<file path="config.mk">
export PLATFORM = sky130hd
export DESIGN_NAME = uart_program_loader
export DESIGN_NICKNAME = d
export VERILOG_FILES = /design/src/rtl/uart_program_loader_pkg.sv /design/src/rtl/uart_program_loader_rx.sv /design/src/rtl/uart_program_loader.sv
export SDC_FILE = /design/constraint.sdc
export NUM_CORES = 1
export LEC_CHECK = 0
export BUFFER_PORTS_ARGS = -buffer_cell sky130_fd_sc_hd__buf_2
export CAP_MARGIN = 30
export CELL_PAD_IN_SITES_DETAIL_PLACEMENT = 1
export CELL_PAD_IN_SITES_GLOBAL_PLACEMENT = 1
export CORE_ASPECT_RATIO = 1.1
export CORE_UTILIZATION = 49
export CTS_CLUSTER_DIAMETER = 50
export DETAILED_ROUTE_END_ITERATION = 10
export GPL_ROUTABILITY_DRIVEN = 1
export PLACE_DENSITY = 0.88
export SYNTH_ARGS = -nofsm -noshare
export SYNTH_HDL_FRONTEND = slang
export SYNTH_SLANG_ARGS = --single-unit
export TNS_END_PERCENT = 50
</file>
<file path="constraint.sdc">
create_clock -name clk -period 8.2 [get_ports clk]
set_clock_uncertainty 0.2 [all_clocks]
set_input_delay 2.46 -clock clk [delete_from_list [all_inputs] [get_ports clk]]
set_output_delay 2.46 -clock clk [all_outputs]
set_load 0.01 [all_outputs]
</file>
<file path="src/rtl/uart_program_loader_pkg.sv">
// Shared definitions for the UART program loader: top FSM encoding,
// reply byte values and UART frame geometry.
package uart_program_loader_pkg;

  typedef enum logic [2:0] {
    S_LEN,
    S_DATA,
    S_CSUM,
    S_ACK,
    S_DONE,
    S_ERR
  } state_e;

  localparam logic [7:0] ACK_BYTE = 8'hAA;
  localparam logic [7:0] ERR_BYTE = 8'hEE;

  localparam int DATA_BITS  = 8;
  localparam int STOP_BITS  = 1;
  localparam int FRAME_BITS = 1 + DATA_BITS + STOP_BITS;

endpackage

</file>
<file path="src/rtl/uart_program_loader_rx.sv">
// 8N1 UART receiver: 2-FF synchronizer, start-bit glitch rejection,
// mid-bit sampling; one-cycle rx_valid_o pulse with data and framing flag.
module uart_rx_byte
  import uart_program_loader_pkg::*;
#(
  parameter int CLK_PER_BIT = 868
) (
  input  logic       clk,
  input  logic       rst,
  input  logic       rx_i,
  output logic       rx_valid_o,
  output logic [7:0] rx_data_o,
  output logic       rx_ferr_o
);

  localparam int CW = $clog2(CLK_PER_BIT);
  localparam logic [CW-1:0] HALF_M1  = CW'(CLK_PER_BIT / 2 - 1);
  localparam logic [CW-1:0] FULL_M1  = CW'(CLK_PER_BIT - 1);
  localparam logic [2:0]    LAST_BIT = 3'(DATA_BITS - 1);

  typedef enum logic [1:0] {RX_IDLE, RX_START, RX_DATA, RX_STOP} rx_state_e;

  rx_state_e      st_q, st_d;
  logic           sync1_q, sync2_q, prev_q;
  logic [CW-1:0]  cnt_q, cnt_d;
  logic [2:0]     bit_q, bit_d;
  logic [7:0]     shift_q, shift_d;
  logic [7:0]     data_q, data_d;
  logic           valid_q, valid_d;
  logic           ferr_q, ferr_d;

  always_ff @(posedge clk or posedge rst) begin
    if (rst) begin
      st_q    <= RX_IDLE;
      sync1_q <= 1'b1;
      sync2_q <= 1'b1;
      prev_q  <= 1'b1;
      cnt_q   <= '0;
      bit_q   <= '0;
      shift_q <= '0;
      data_q  <= '0;
      valid_q <= 1'b0;
      ferr_q  <= 1'b0;
    end else begin
      st_q    <= st_d;
      sync1_q <= rx_i;
      sync2_q <= sync1_q;
      prev_q  <= sync2_q;
      cnt_q   <= cnt_d;
      bit_q   <= bit_d;
      shift_q <= shift_d;
      data_q  <= data_d;
      valid_q <= valid_d;
      ferr_q  <= ferr_d;
    end
  end

  always_comb begin
    st_d    = st_q;
    cnt_d   = cnt_q + CW'(1);
    bit_d   = bit_q;
    shift_d = shift_q;
    data_d  = data_q;
    valid_d = 1'b0;
    ferr_d  = ferr_q;
    case (st_q)
      RX_IDLE: begin
        cnt_d = '0;
        if (prev_q && !sync2_q) st_d = RX_START;
      end
      RX_START: begin
        // A start bit that is high again at mid-bit was only a glitch.
        if (cnt_q == HALF_M1) begin
          cnt_d = '0;
          bit_d = '0;
          st_d  = sync2_q ? RX_IDLE : RX_DATA;
        end
      end
      RX_DATA: begin
        if (cnt_q == FULL_M1) begin
          cnt_d   = '0;
          shift_d = {sync2_q, shift_q[7:1]};
          bit_d   = bit_q + 3'd1;
          if (bit_q == LAST_BIT) st_d = RX_STOP;
        end
      end
      RX_STOP: begin
        if (cnt_q == FULL_M1) begin
          valid_d = 1'b1;
          data_d  = shift_q;
          ferr_d  = !sync2_q;
          st_d    = RX_IDLE;
        end
      end
      default: st_d = RX_IDLE;
    endcase
  end

  assign rx_valid_o = valid_q;
  assign rx_data_o  = data_q;
  assign rx_ferr_o  = ferr_q;

endmodule

</file>
<file path="src/rtl/uart_program_loader.sv">
// Boot loader: length-prefixed program over UART into instruction memory, then ack and core release.
// Define LOADER_CHECKSUM_EN to require a trailing sum-mod-256 byte over all data bytes.
module uart_program_loader
  import uart_program_loader_pkg::*;
#(
  parameter int CLK_PER_BIT = 868,
  parameter int ADDR_W      = 15
) (
  input  logic              clk,
  input  logic              rst,
  input  logic              uart_rx,
  output logic              uart_tx,
  output logic              imem_we,
  output logic [ADDR_W-1:0] imem_addr,
  output logic [31:0]       imem_din,
  output logic              core_rst,
  output logic              done,
  output logic              error
);

  localparam int IW = ADDR_W - 2;
  localparam int CW = $clog2(CLK_PER_BIT);
  localparam logic [31:0]   CAP        = 32'd1 << IW;
  localparam logic [CW-1:0] FULL_M1    = CW'(CLK_PER_BIT - 1);
  localparam logic [3:0]    FRAME_LAST = 4'(FRAME_BITS - 1);
`ifdef LOADER_CHECKSUM_EN
  localparam state_e AFTER_DATA = S_CSUM;
`else
  localparam state_e AFTER_DATA = S_ACK;
`endif

  logic       rx_valid, rx_ferr;
  logic [7:0] rx_data;

  uart_rx_byte #(.CLK_PER_BIT(CLK_PER_BIT)) u_rx (
    .clk       (clk),
    .rst       (rst),
    .rx_i      (uart_rx),
    .rx_valid_o(rx_valid),
    .rx_data_o (rx_data),
    .rx_ferr_o (rx_ferr)
  );

  state_e                state_q, state_d;
  logic [IW-1:0]         idx_q, idx_d, last_q, last_d;
  logic [1:0]            bcnt_q, bcnt_d;
  logic [31:0]           word_q, word_d, assembled;
  logic [7:0]            csum_q, csum_d;
  logic                  we_q, we_d;
  logic [ADDR_W-1:0]     addr_q, addr_d;
  logic [31:0]           din_q, din_d;
  logic [FRAME_BITS-1:0] tx_shift_q, tx_shift_d;
  logic [CW-1:0]         tx_cnt_q, tx_cnt_d;
  logic [3:0]            tx_bit_q, tx_bit_d;
  logic                  tx_busy_q, tx_busy_d, tx_sent_q, tx_sent_d;
  logic                  tx_load, tx_done;
  logic [7:0]            tx_byte;

  always_ff @(posedge clk or posedge rst) begin
    if (rst) begin
      state_q    <= S_LEN;
      idx_q      <= '0;
      last_q     <= '0;
      bcnt_q     <= '0;
      word_q     <= '0;
      csum_q     <= '0;
      we_q       <= 1'b0;
      addr_q     <= '0;
      din_q      <= '0;
      tx_shift_q <= '1;
      tx_cnt_q   <= '0;
      tx_bit_q   <= '0;
      tx_busy_q  <= 1'b0;
      tx_sent_q  <= 1'b0;
    end else begin
      state_q    <= state_d;
      idx_q      <= idx_d;
      last_q     <= last_d;
      bcnt_q     <= bcnt_d;
      word_q     <= word_d;
      csum_q     <= csum_d;
      we_q       <= we_d;
      addr_q     <= addr_d;
      din_q      <= din_d;
      tx_shift_q <= tx_shift_d;
      tx_cnt_q   <= tx_cnt_d;
      tx_bit_q   <= tx_bit_d;
      tx_busy_q  <= tx_busy_d;
      tx_sent_q  <= tx_sent_d;
    end
  end

  assign assembled = {rx_data, word_q[31:8]};
  assign tx_done   = tx_busy_q && (tx_cnt_q == FULL_M1) && (tx_bit_q == FRAME_LAST);

  always_comb begin
    state_d = state_q;
    idx_d   = idx_q;
    last_d  = last_q;
    bcnt_d  = bcnt_q;
    word_d  = word_q;
    csum_d  = csum_q;
    we_d    = 1'b0;
    addr_d  = addr_q;
    din_d   = din_q;
    tx_load = 1'b0;
    tx_byte = ACK_BYTE;
    case (state_q)
      S_LEN: begin
        if (rx_valid && rx_ferr) begin
          state_d = S_ERR;
        end else if (rx_valid) begin
          word_d = assembled;
          bcnt_d = bcnt_q + 2'd1;
          if (bcnt_q == 2'd3) begin
            // Keep N-1 so a full-capacity load ends without the index wrapping.
            last_d = assembled[IW-1:0] - IW'(1);
            if (assembled > CAP)        state_d = S_ERR;
            else if (assembled == 32'd0) state_d = AFTER_DATA;
            else                        state_d = S_DATA;
          end
        end
      end
      S_DATA: begin
        if (rx_valid && rx_ferr) begin
          state_d = S_ERR;
        end else if (rx_valid) begin
          word_d = assembled;
          bcnt_d = bcnt_q + 2'd1;
          csum_d = csum_q + rx_data;
          if (bcnt_q == 2'd3) begin
            we_d   = 1'b1;
            addr_d = {idx_q, 2'b00};
            din_d  = assembled;
            idx_d  = idx_q + IW'(1);
            if (idx_q == last_q) state_d = AFTER_DATA;
          end
        end
      end
      S_CSUM: begin
        if (rx_valid) state_d = (!rx_ferr && rx_data == csum_q) ? S_ACK : S_ERR;
      end
      S_ACK: begin
        if (!tx_sent_q)   tx_load = 1'b1;
        else if (tx_done) state_d = S_DONE;
      end
      S_ERR: begin
        tx_byte = ERR_BYTE;
        if (!tx_sent_q) tx_load = 1'b1;
      end
      default: ;
    endcase
  end

  always_comb begin
    tx_shift_d = tx_shift_q;
    tx_cnt_d   = tx_cnt_q;
    tx_bit_d   = tx_bit_q;
    tx_busy_d  = tx_busy_q;
    tx_sent_d  = tx_sent_q;
    if (tx_load) begin
      tx_shift_d = {1'b1, tx_byte, 1'b0};
      tx_cnt_d   = '0;
      tx_bit_d   = '0;
      tx_busy_d  = 1'b1;
      tx_sent_d  = 1'b1;
    end else if (tx_busy_q) begin
      if (tx_cnt_q == FULL_M1) begin
        tx_cnt_d   = '0;
        tx_shift_d = {1'b1, tx_shift_q[FRAME_BITS-1:1]};
        tx_bit_d   = tx_bit_q + 4'd1;
        if (tx_bit_q == FRAME_LAST) tx_busy_d = 1'b0;
      end else begin
        tx_cnt_d = tx_cnt_q + CW'(1);
      end
    end
  end

  assign uart_tx   = tx_shift_q[0];
  assign imem_we   = we_q;
  assign imem_addr = addr_q;
  assign imem_din  = din_q;
  assign core_rst  = (state_q != S_DONE);
  assign done      = (state_q == S_DONE);
  assign error     = (state_q == S_ERR);

endmodule

</file>
==> metrics.md <==
| Metric | Value |
|---|---|
| Outcome | `completed` |
| YS warnings | `0` |
| Die X | `approximately 120 um` |
| Final Slew Violations | `0` |
| LEAKAGE | `between 4 and 5 nW` |
| H-tree depth | `4` |
| DRC violations left | `0` |
| Cts bufs inserted | `17` |
| CP Launch Type | `flop` |
| Syn_area_per_cell | `~12 um^2` |
| Crit path required time | `5.54 ns` |
| N_diodes | `0` |
| Mapped cell area | `slightly below 0.008 mm^2` |
| Tmin final | `around 4.3 ns` |
| Largest net degree at the start of global routing | `a little under 100` |
| I/O Buffers | `52` |
| GRT overflow | `0` |
| Critical path class | `flop to output port` |
| Post-synth top flop | `dfrtp_1` |
| Register area share after synthesis | `0.547` |
| Worst Max-Slew Pin Slew | `~0.9 ns` |
| Post-synth cell types | `60` |
| Clock Pin Slew Worst Setup and Hold Paths | `about 0.06 ns` |
| FFs w/ async S/R, synth | `1.00` |
| Drt via density | `5.85` |
| GRT Overall Usage | `0.255` |
| Pre-antenna DRT Iters | `4` |
| Max cap viols | `0` |
| First-pass GRT wire length | `31,800 um` |
| Final HPWL DP | `roughly 12,000 um` |
| Clock Latency Late Sink | `~0.44 ns` |
| Setup ws final | `roughly 3.9 ns` |
| Final-layout fill cell count | `approximately 1,600` |
| Clock root buffer master | `clkbuf_16` |
| Starting Density | `0.508` |
| Cell row count | `47` |
| Share of layout cells above drive strength 1 | `0.267` |
| PD cells | `approximately 190 mW/mm^2` |
| Setup TNS | `0 ns` |
| Area Growth Syn to Fin | `12.9%` |
| Initial antenna violation count | `0` |
| Initial DRC Count | `~260` |
| Worst VDD drop | `0.000151 V` |
| GP Congestion | `about 0.8` |
| CTS Sinks | `approximately 170` |
| Nets | `729` |
| CP Max Fanout | `15` |
| CP Capture Type | `output port` |
| #FFs+latches synth | `around 170` |
| Period utilization | `0.522` |
| Via count | `5,356` |
| Antenna-violating nets left | `0` |
| Pre-CTS worst setup slack | `approximately 3.8 ns` |
| Hold Buf Count CTS | `0` |
| Fmax achieved | `234 MHz` |
| WL/cell | `20.6 um` |
| Finish-stage setup viols | `0` |
| Vias in the first global route | `a little under 6,000` |
| # Post-CTS Setup Buffers | `0` |
| CTS-repair resized insts | `0` |
| Final cell count without fillers | `916` |
| Mapped Cells | `662` |
| Routed WL | `18,900 um` |
| Worst slew margin | `0.402` |
| Die ar. | `roughly 0.016 mm^2` |
| IO Count | `between 50 and 60` |
| Placed Cells incl. Taps | `just under 900` |
| CP arrival | `1.62 ns` |
| Hold Violations, Final | `0` |
| Worst Hold Class | `flop to flop` |
| Number of flops mapped to enable cells by yosys | `0` |
| CTS tree | `done` |
| Die Y | `approximately 130 um` |
| RSZ-0062 raised after global routing | `no` |
| Core ar. | `0.0153 mm^2` |
| Max clock buf depth | `2` |
-- state kept, by name (all words and copies together), names as in the netlist, 10 cells and up, named ones only --
signal,count
u_rx.cnt_q,10
tx_cnt_q,10
idx_q,13
imem_addr,13
last_q,13
word_q,24
imem_din,32
-- cells by family after synthesis --
group | synth area share
and+or+nand+nor | 0.127
DFF | 0.547
muxes | 0.132
AOI/OAI and AO/OA | 0.0651
xor gates and xnor gates | 0.0688
buffers and inverters | 0.0285
adders and majority gates | 0.0316
other | 0.000483
-- synthesized netlist by cell type (3+ instances only) --
| cell | n | area [um^2] |
|---|---|---|
| inv_1 | 24 | 90.1 |
| ha_1 | 18 | 225 |
| o31ai_1 | 3 | 22.5 |
| a21oi_1 | 8 | 40.0 |
| nand2_1 | 46 | 173 |
| dfrtp_1 | 158 | 3950 |
| and2_1 | 3 | 18.8 |
| mux2i_1 | 3 | 30.0 |
| nor3b_1 | 4 | 30.0 |
| nor2_1 | 46 | 173 |
| nand3_1 | 18 | 90.1 |
| nor4_1 | 10 | 62.6 |
| nor3_1 | 9 | 45.0 |
| o2111ai_1 | 3 | 26.3 |
| a211oi_1 | 4 | 30.0 |
| o211ai_1 | 6 | 45.0 |
| nand2b_1 | 5 | 31.3 |
| xnor2_1 | 35 | 307 |
| clkbuf_1 | 23 | 86.3 |
| o21ai_0 | 37 | 185 |
| dfstp_2 | 11 | 289 |
| a31oi_1 | 4 | 25.0 |
| mux2_4 | 7 | 105 |
| nand4_1 | 12 | 75.1 |
| xor2_1 | 26 | 228 |
| and3_1 | 8 | 50.1 |
| nand3b_1 | 4 | 30.0 |
| or4_1 | 3 | 22.5 |
| buf_2 | 3 | 15.0 |
| mux2_2 | 79 | 890 |
| nor4b_1 | 3 | 26.3 |
-- power by group --
group | internal [mW] | switching [mW]
registers | 0.848 | 0.0182
logic | 0.0151 | 0.0335
clock network | 0.451 | 0.326
total | 1.31 | 0.378
-- area by class of cell --
cell class                 instances  area (um^2)  area share
timing repair buffer              55          295      0.0337
clock buffer                      23          488      0.0557
tap                              196          245      0.0280
sequential                       169         4240       0.484
multi-input combinational        440         3310       0.378
inverter                          24         95.1      0.0108
clock inverter                     9         88.8      0.0101
-- critical path: stages (launching register included) --
cell and delay (ns):
dfrtp_1 0.62, nor2b_1 0.23, nand2_1 0.13, inv_1 0.09, buf_2 0.12
-- worst paths after layout --
kind	startpoint	cells past startpoint	slack, ns	endpoint
min	u_rx.sync1_q	0	0.16	u_rx.sync2_q
min reg2reg	u_rx.sync1_q	0	0.16	u_rx.sync2_q
max reg2reg	state_q[2]	5	5.42	last_q[4]
max in group asynchronous	rst	3	4.31	u_rx.cnt_q[3]
min in group asynchronous	rst	2	1.98	imem_we
max	state_q[0]	4	3.92	error
-- through the flow --
stage / hold slack (ns) / area, um^2 / power (mW) / utilization
2_1_floorplan: 0.145 / 7770 / 0.916 / -
3_5_place_dp: 0.149 / 8190 / 0.931 / 0.536
4_1_cts: 0.156 / 8770 / 1.71 / 0.573
5_1_grt: 0.158 / 8770 / 1.75 / 0.573
3_3_place_gp: 0.146 / 8170 / 0.924 / 0.534
6_report: 0.157 / 8770 / 1.69 / 0.573
-- layout by cell type, fill, tap and decap left out, types with 23 or more instances in the layout --
master   instances
nor2_1          46
mux2_2          79
o21ai_0         37
xor2_1          26
xnor2_1         35
dfrtp_1        158
nand2_1         46
inv_1           23
buf_2           52
-- metal layers --
layer | share of wire | vias up | global-route usage
li1 | - | 2412 | -
met1 | 0.41 | 2756 | 0.305
met2 | 0.52 | 132 | 0.438
met3 | 0.031 | 56 | 0.0506
met4 | 0.034 | 0 | 0.121
met5 | 0 | - | 0
Note: power is estimated with default switching activity, not from simulation.
